==> src/rtl/rp_8bit_asm_enc.sv <==
// rp_8bit instruction encoder: structured requests in, 16-bit AVR opcode words with program addresses out.
// Optional RP_8BIT_ASM_LONG_EN enables the two-word JMP/CALL/LDS/STS encodings.
module rp_8bit_asm_enc #(
    parameter logic [15:0] ADR_RST = 16'h0000
) (
    input  logic        clk,
    input  logic        rst_n,
    input  logic        in_vld,
    output logic        in_rdy,
    input  logic [5:0]  in_op,
    input  logic [4:0]  in_rd,
    input  logic [4:0]  in_rr,
    input  logic [21:0] in_k,
    output logic        out_vld,
    input  logic        out_rdy,
    output logic [15:0] out_adr,
    output logic [15:0] out_dat,
    output logic        err
);

    typedef enum logic [1:0] {
        ST_EMPTY,
        ST_ONE
`ifdef RP_8BIT_ASM_LONG_EN
        ,
        ST_HI,
        ST_LO
`endif
    } state_t;

    state_t      state_q, state_d;
    logic [15:0] dat_q, dat_d;
    logic [15:0] adr_q, adr_d;
    logic        err_q, err_d;

    logic [15:0] enc_w0;
    logic        enc_ill;
    logic        enc_two;
    logic        acc, hs;

    // Group-relative sub-codes taken from the low op bits (modular offsets from each group base).
    logic [3:0] op_alu, op_imm;
    logic [2:0] op_one, one_sel;
    logic [1:0] op_fm;
    logic       rd_fm, rr_fm;

    assign op_alu  = in_op[3:0] - 4'd6;
    assign op_imm  = in_op[3:0] - 4'd15;
    assign op_one  = in_op[2:0] - 3'd1;
    assign op_fm   = in_op[1:0] - 2'd3;
    assign one_sel = (op_one < 3'd4) ? op_one : op_one + 3'd1;
    assign rd_fm   = (in_rd[4:3] == 2'b10);
    assign rr_fm   = (in_rr[4:3] == 2'b10);

    always_comb begin
        enc_w0  = 16'h0000;
        enc_ill = 1'b0;
        enc_two = 1'b0;
        case (in_op) inside
            6'd0:          enc_w0 = 16'h0000;
            6'd1: begin
                enc_w0  = {8'h01, in_rd[4:1], in_rr[4:1]};
                enc_ill = in_rd[0] | in_rr[0];
            end
            6'd2: begin
                enc_w0  = {8'h02, in_rd[3:0], in_rr[3:0]};
                enc_ill = !(in_rd[4] && in_rr[4]);
            end
            [6'd3:6'd6]: begin
                enc_w0  = {8'h03, op_fm[1], in_rd[2:0], op_fm[0], in_rr[2:0]};
                enc_ill = !(rd_fm && rr_fm);
            end
            [6'd7:6'd17]:  enc_w0 = {2'b00, op_alu, in_rr[4], in_rd, in_rr[3:0]};
            [6'd18:6'd22]: begin
                enc_w0  = {op_imm, in_k[7:4], in_rd[3:0], in_k[3:0]};
                enc_ill = !in_rd[4];
            end
            // LDD (odd code) loads, STD (even code) stores; rr[0] picks Y over Z.
            6'd23, 6'd24:  enc_w0 = {2'b10, in_k[5], 1'b0, in_k[4:3], ~in_op[0], in_rd, in_rr[0], in_k[2:0]};
            [6'd25:6'd31]: enc_w0 = {7'b1001010, in_rd, 1'b0, one_sel};
            6'd32:         enc_w0 = {6'b100111, in_rr[4], in_rd, in_rr[3:0]};
`ifdef RP_8BIT_ASM_LONG_EN
            6'd33, 6'd34: begin
                enc_w0  = {7'b1001010, in_k[21:17], 2'b11, ~in_op[0], in_k[16]};
                enc_two = 1'b1;
            end
            6'd35, 6'd36: begin
                enc_w0  = {6'b100100, ~in_op[0], in_rd, 4'b0000};
                enc_two = 1'b1;
            end
`endif
            default:       enc_ill = 1'b1;
        endcase
    end

    assign out_vld = (state_q != ST_EMPTY);
    assign hs      = out_vld && out_rdy;
    assign acc     = in_vld && in_rdy;
`ifdef RP_8BIT_ASM_LONG_EN
    assign in_rdy  = (state_q != ST_HI) && (!out_vld || out_rdy);
`else
    assign in_rdy  = !out_vld || out_rdy;
`endif

`ifdef RP_8BIT_ASM_LONG_EN
    logic [15:0] lo_q, lo_d;
`else
    logic unused_k;
    assign unused_k = ^in_k[21:8] ^ enc_two;
`endif

    always_comb begin
        state_d = state_q;
        dat_d   = dat_q;
        adr_d   = adr_q;
        err_d   = acc && enc_ill;
`ifdef RP_8BIT_ASM_LONG_EN
        lo_d    = lo_q;
`endif
        if (hs) begin
            adr_d   = adr_q + 16'd1;
            state_d = ST_EMPTY;
        end
`ifdef RP_8BIT_ASM_LONG_EN
        if (hs && state_q == ST_HI) begin
            state_d = ST_LO;
            dat_d   = lo_q;
        end
`endif
        // Accept never coincides with HI, so a new word cannot collide with a pending second word.
        if (acc && !enc_ill) begin
            dat_d   = enc_w0;
            state_d = ST_ONE;
`ifdef RP_8BIT_ASM_LONG_EN
            if (enc_two) begin
                state_d = ST_HI;
                lo_d    = in_k[15:0];
            end
`endif
        end
    end

    always_ff @(posedge clk or negedge rst_n) begin
        if (!rst_n) begin
            state_q <= ST_EMPTY;
            dat_q   <= 16'h0000;
            adr_q   <= ADR_RST;
            err_q   <= 1'b0;
`ifdef RP_8BIT_ASM_LONG_EN
            lo_q    <= 16'h0000;
`endif
        end else begin
            state_q <= state_d;
            dat_q   <= dat_d;
            adr_q   <= adr_d;
            err_q   <= err_d;
`ifdef RP_8BIT_ASM_LONG_EN
            lo_q    <= lo_d;
`endif
        end
    end

    assign out_dat = dat_q;
    assign out_adr = adr_q;
    assign err     = err_q;

endmodule

==> config.mk <==
export PLATFORM = sky130hd
export DESIGN_NAME = rp_8bit_asm_enc
export DESIGN_NICKNAME = d
export VERILOG_FILES = /design/src/rtl/rp_8bit_asm_enc.sv
export SDC_FILE = /design/constraint.sdc
export NUM_CORES = 1
export LEC_CHECK = 0
export CAP_MARGIN = 0
export CORE_MARGIN = 2
export CORE_UTILIZATION = 40
export DETAILED_ROUTE_END_ITERATION = 7
export GPL_TIMING_DRIVEN = 1
export HOLD_SLACK_MARGIN = 0.06
export PLACE_DENSITY = 0.76
export SLEW_MARGIN = 40
export SYNTH_ARGS = -nofsm -noshare
export SYNTH_HDL_FRONTEND = slang
export SYNTH_SLANG_ARGS = --single-unit
==> constraint.sdc <==
create_clock -name clk -period 1.68 [get_ports clk]
set_input_delay 0.336 -clock clk [delete_from_list [all_inputs] [get_ports clk]]
set_output_delay 0.336 -clock clk [all_outputs]
set_load 0.05 [all_outputs]
Word-level counts from Yosys, hierarchy flattened
Index checks and enable logic that the tools add are counted.
{"block": "totals", "regBits": 35, "latchBits": 0, "mem_bits_rw": 0, "rom_bits": 0, "in_bits": 42, "output_inout_bits": 35, "wordCells": 69, "n_memories": 0}
{"block": "op_classes", "add_sub_neg": 6, "multipliers": 0, "div": 0, "magnitude_cmp": 9, "n_eq_ne": 7, "n_shift": 0, "n_mux": 21, "bitwise": 2, "n_reduce_logical": 20}
{"operator": "16-bit 2-to-1 mux", "n": 9}
{"operator": "6-bit by 5-bit <= comparator with 1-bit output (second input constant)", "n": 3}
{"operator": "16-bit by 1-bit adder with 16-bit output (second input constant)", "n": 1}
{"operator": "6-bit by 5-bit == test with 1-bit output (second input constant)", "n": 2}
{"operator": "6-bit by 5-bit greater-or-equal comparator with 1-bit output (second input constant)", "n": 2}
{"operator": "1-bit logical AND", "n": 10}
{"operator": "1-bit 2-to-1 mux", "n": 9}
{"operator": "6-bit by 1-bit == test with 1-bit output (second input constant)", "n": 1}
{"operator": "6-bit by 2-bit == test with 1-bit output (second input constant)", "n": 1}
{"operator": "6-bit == test (second input constant)", "n": 1}
{"operator": "6-bit by 2-bit greater-or-equal comparator with 1-bit output (second input constant)", "n": 1}
{"operator": "6-bit by 3-bit greater-or-equal comparator with 1-bit output (second input constant)", "n": 1}
{"operator": "6-bit by 3-bit <= comparator with 1-bit output (second input constant)", "n": 1}
{"operator": "6-bit logical NOT", "n": 1}
{"operator": "1-bit logical NOT", "n": 5}
{"operator": "2-bit == test (second input constant)", "n": 2}
{"operator": "2-bit 2-to-1 mux", "n": 2}
{"operator": "2-bit nonzero test", "n": 2}
{"operator": "4-bit by 3-bit subtractor with 4-bit output (second input constant)", "n": 1}
{"operator": "4-bit subtractor (second input constant)", "n": 1}
{"operator": "3-bit by 1-bit adder with 3-bit output (second input constant)", "n": 1}
{"operator": "3-bit < comparator (second input constant)", "n": 1}
{"operator": "3-bit 2-to-1 mux", "n": 1}
{"operator": "3-bit by 1-bit subtractor with 3-bit output (second input constant)", "n": 1}
{"operator": "other kinds (5)", "n": 5}

Logic depth before layout (Yosys ltp)
{"block": "logic_depth", "ltp_word": 13, "depth_mapped": 11, "mapped_depth_nobuf": 10}

Worst setup path before layout
No wires, ideal clock.
{"block": "synth_timing", "kind": "input -> register", "start": "in in_op[0]", "end": "reg dat_q[10], in the netlist out_dat[10]", "setup_time_ps": 125, "arrival_ps": 2285, "required_ps": 1555, "setup_slack_ps": -730, "path_stages": 11, "path_buffers": 2, "path_cell_list": "buf_6 inv_1 ha_1 nand3b_1 a21boi_2 a21oi_2 o2bb2ai_2 a211o_2 o211ai_4 buf_12 mux2_4"}
{"block": "synth_between", "elab_chain_cells": 12, "elab_cells_between_ends": 40, "cone_classes": "add/sub (1); order compare (8); eq/ne (5); mux (18); reduce/logical (8)"}
{"element": "start: declaration", "line": "10", "source": "input logic [5:0] in_op,"}
{"element": "6-bit by 5-bit greater-or-equal comparator with 1-bit output (no source line), or another cell as far along"}
{"element": "1-bit logical AND (no source line) or 1-bit 2-to-1 mux (tied branches)"}
{"element": "1-bit 2-to-1 mux (8 in series)", "line": "59", "source": "case (in_op) inside"}
{"element": "1-bit logical NOT", "line": "131", "source": "if (acc && !enc_ill) begin"}
{"element": "1-bit logical AND", "line": "131"}
{"element": "end signal: assignment", "line": "154", "source": "dat_q <= dat_d;"}
{"element": "end: declaration", "line": "32", "source": "logic [15:0] dat_q, dat_d;"}
Parallel ways exist; a longest one is shown, timed or not.
A chain may end at the register's enable or synchronous reset.

Worst setup path after layout
{"block": "layout_timing", "start": "in in_op[1]", "end": "reg dat_q[0], in the netlist out_dat[0]"}
{"block": "layout_between", "elab_chain_cells": 12, "elab_cells_between_ends": 42, "cone_classes": "add/sub (1); order compare (9); eq/ne (5); mux (19); reduce/logical (8)"}
{"element": "parallel branches: the longest is 12 deep, another holds 3-bit by 1-bit subtractor with 3-bit output"}
Parallel ways; which one is timed is not known.

==> reports/metrics.yaml <==
grt_max_degree: 35
clk_pin_slew_worst_paths_ns: 0.07
grt_pass1_vias: 2500
path_max_fanout: 5
maxSlewViolCount: 0
dieArea_um2: 6533
route.detailed.drc: 0
cts_tree: "built"
syn2layout_area_growth_pct: 68.31
async_flop_share_pct: 100.0
hold_path_class: "input port to asynchronous set/reset pin"
p_int_mw: 1.984
clock_latency_ns: 0.28
wirelength_um: 8192
rr_endpoint: "out_dat[14]"
die_y_um: 80.83
syn-mean-instance-area_um2: 9.797
status: "finished, violations left"
cp.required_ns: 1.85
cp-end-kind: "flop"
io_buffers: 62
crit_arrival_ns: 2.44
final_layout_size_suffix_gt1_share_pct: 50.26
maxCapViolCount: 0
grt_pass1_wl_um: 12630
ys_seq_area_share_pct: 36.04
timing.slew.headroom_pct: 70.65
antenna_found_initial: 0
numCtsBuffers: 5
share_comb_of_total_power_pct: 50.1
detail-route-antenna-nets: 0
ys_ff_latch: 34
powerDensity_nw_per_um2: 862.1
fp.coreArea_um2: 5608
synth_edf_count: 0
synthTopCellsByArea: "dfrtp_1 (36%), mux2_4 (6.4%), xnor2_1 (5.2%)"
overflow: 0
reg2reg_from: "state_q[0]"
fmax_mhz: 440.4
cts_root_buf: "clkbuf_8"
viasPerCell: 5.533
die_w_um: 80.83
startpoint: "in_op[1]"
rsz0062_at_grt: "true"
yosys_warnings: 0
start_util_pct: 42.10
dp_hpwl_um: 5810
design_area_um2: 3974
clockPowerShare_pct: 16.9
dr.pass1.iters: 4
cts_sinks: 34
io_pins: 77
vias: 2512
worst_clock_skew_ns: 0.009848
share_seq_of_total_power_pct: 33.0
p_total_mw: 3.426
gp_congestion: 0.9524
fin_util_pct: 70.86
rows: 27
cp-start-kind: "input port"
fillers: 404
worstMarginPinSlew_ns: 0.4403
antenna_cells: 0
reg2reg_depth: 6
pre_cts_ws_ns: -1.336
dpl-instance-area_um2: 3453
synthesis.area_um2: 2361
finalHoldViolCount: 0
htree_levels: 2
wl_per_cell_um: 18.04
p_sw_share_pct: 42.09
ys_types: 54
fin_setup_tns_ns: -9.484
cts_buffer_depth: 2
drt-initial-drc-count: 146
cts_hold_buf: 0
fin_ws_ns: -0.5909
layout_commonest_cell: "buf_4"
crit_type: "input port to flop"
period_minus_slack_ns: 2.271
synthFlopType: "dfrtp_1"
final_cell_mix: "buf_4 (96), dfrtp_1 (30), nand2_1 (25)"
setup_viol: 18
layout.nets: 432
p_sw_mw: 1.442
track_usage_pct: 25.22
reg2reg_slack_ns: -0.09
leakage_nw: 1.837
synth.top_cell.area_share_pct: 36.04
syn-num-nets: 292
synth.largest_area_cell: "dfrtp_1"
period_share_pct: 135.2
syn_inst: 241
violations: "setup timing"
vdd_drop_max_mv: 0.7726
-- flip-flops by register name, indices dropped and copies added, names as in the netlist --
register / count
out_adr: 16
out_dat: 16
state_q: 1
err: 1
-- power groups by stage --
stage	Clock [mW]	Combinational [mW]	Sequential, mW
floorplan	0	0.436	1.68
global placement	0	1.55	1.13
detailed placement	0	1.57	1.14
CTS	0.603	1.67	1.13
global route	0.650	1.80	1.15
finish	0.580	1.72	1.13
-- what timing repair did --
action,4_1_cts,5_1_grt
setup endpoints to repair,18,18
gates cloned,1,0
setup buffers,16,6
pin swaps,15,19
endpoints found under the hold margin,0,0
gates resized for setup,63,19
-- through the flow --
step,std cells,hold WS (ns)
after floorplan,241,0.04041
after global placement,424,0.4619
after detailed placement,424,0.4636
after CTS,449,0.4754
after global routing,454,0.4917
final,454,0.4653
-- layout make-up --
class,count,area [um^2],area share (%)
Clock buffer,6,72.57,1.826
Sequential cell,34,855.8,21.54
Timing Repair Buffer,141,1222,30.76
Multi-Input combinational cell,194,1694,42.63
Clock inverter,2,10.01,0.2519
Inverter,5,28.78,0.7242
Tap cell,72,90.09,2.267
-- synth_stat cells, types with 6 or more instances --
cell      count
dfrtp_1      34
nand2_1      27
a21oi_1      14
nor2_1       14
xnor2_1      14
o21ai_0      13
nand3_1      11
mux2_4       10
ha_1          9
mux2_2        8
a221oi_1      6
and2_1        6
nor3_1        6
-- routing by layer --
layer | share of wire [%] | track usage (%) | vias to the layer above
li1 | - | - | 1164
met4 | 1.9 | 7.627 | 0
met3 | 6.8 | 5.667 | 22
met5 | 0 | 0 | -
met1 | 44 | 34.91 | 1212
met2 | 47 | 39.34 | 114
-- critical path, stage by stage --
cell      delay (ns)
buf_6           0.10
buf_6           0.12
ha_4            0.14
and2b_2         0.18
o31a_1          0.30
a21oi_4         0.20
buf_4           0.17
mux2_4          0.31
a221oi_2        0.26
nor2_1          0.07
mux2_4          0.25
-- worst max-delay path by stage --
stage	end	slack [ns]	depth (start not counted)
after floorplan	out_dat[10]	-0.61	11
after global placement	out_dat[3]	-1.30	11
after detailed placement	out_dat[3]	-1.34	11
after CTS	out_dat[5]	-0.56	13
after global routing	out_dat[0]	-0.62	11
final	out_dat[0]	-0.59	11
-- kinds of logic (layout without fill, tap and decap cells) --
logic type               count (synthesis)  count (layout)  synth area share (%)
AND/OR/NAND/NOR                         87              87                 19.29
AO/OA/AOI/OAI                           59              59                 18.34
flip-flops                              34              34                 36.04
multiplexers                            20              20                 11.02
XOR/XNOR                                19              19                 7.048
buffers and inverters                   13             154                 3.498
adder cells (fa/ha/maj)                  9               9                 4.770
No activity file was read; power rests on OpenSTA's default activity.
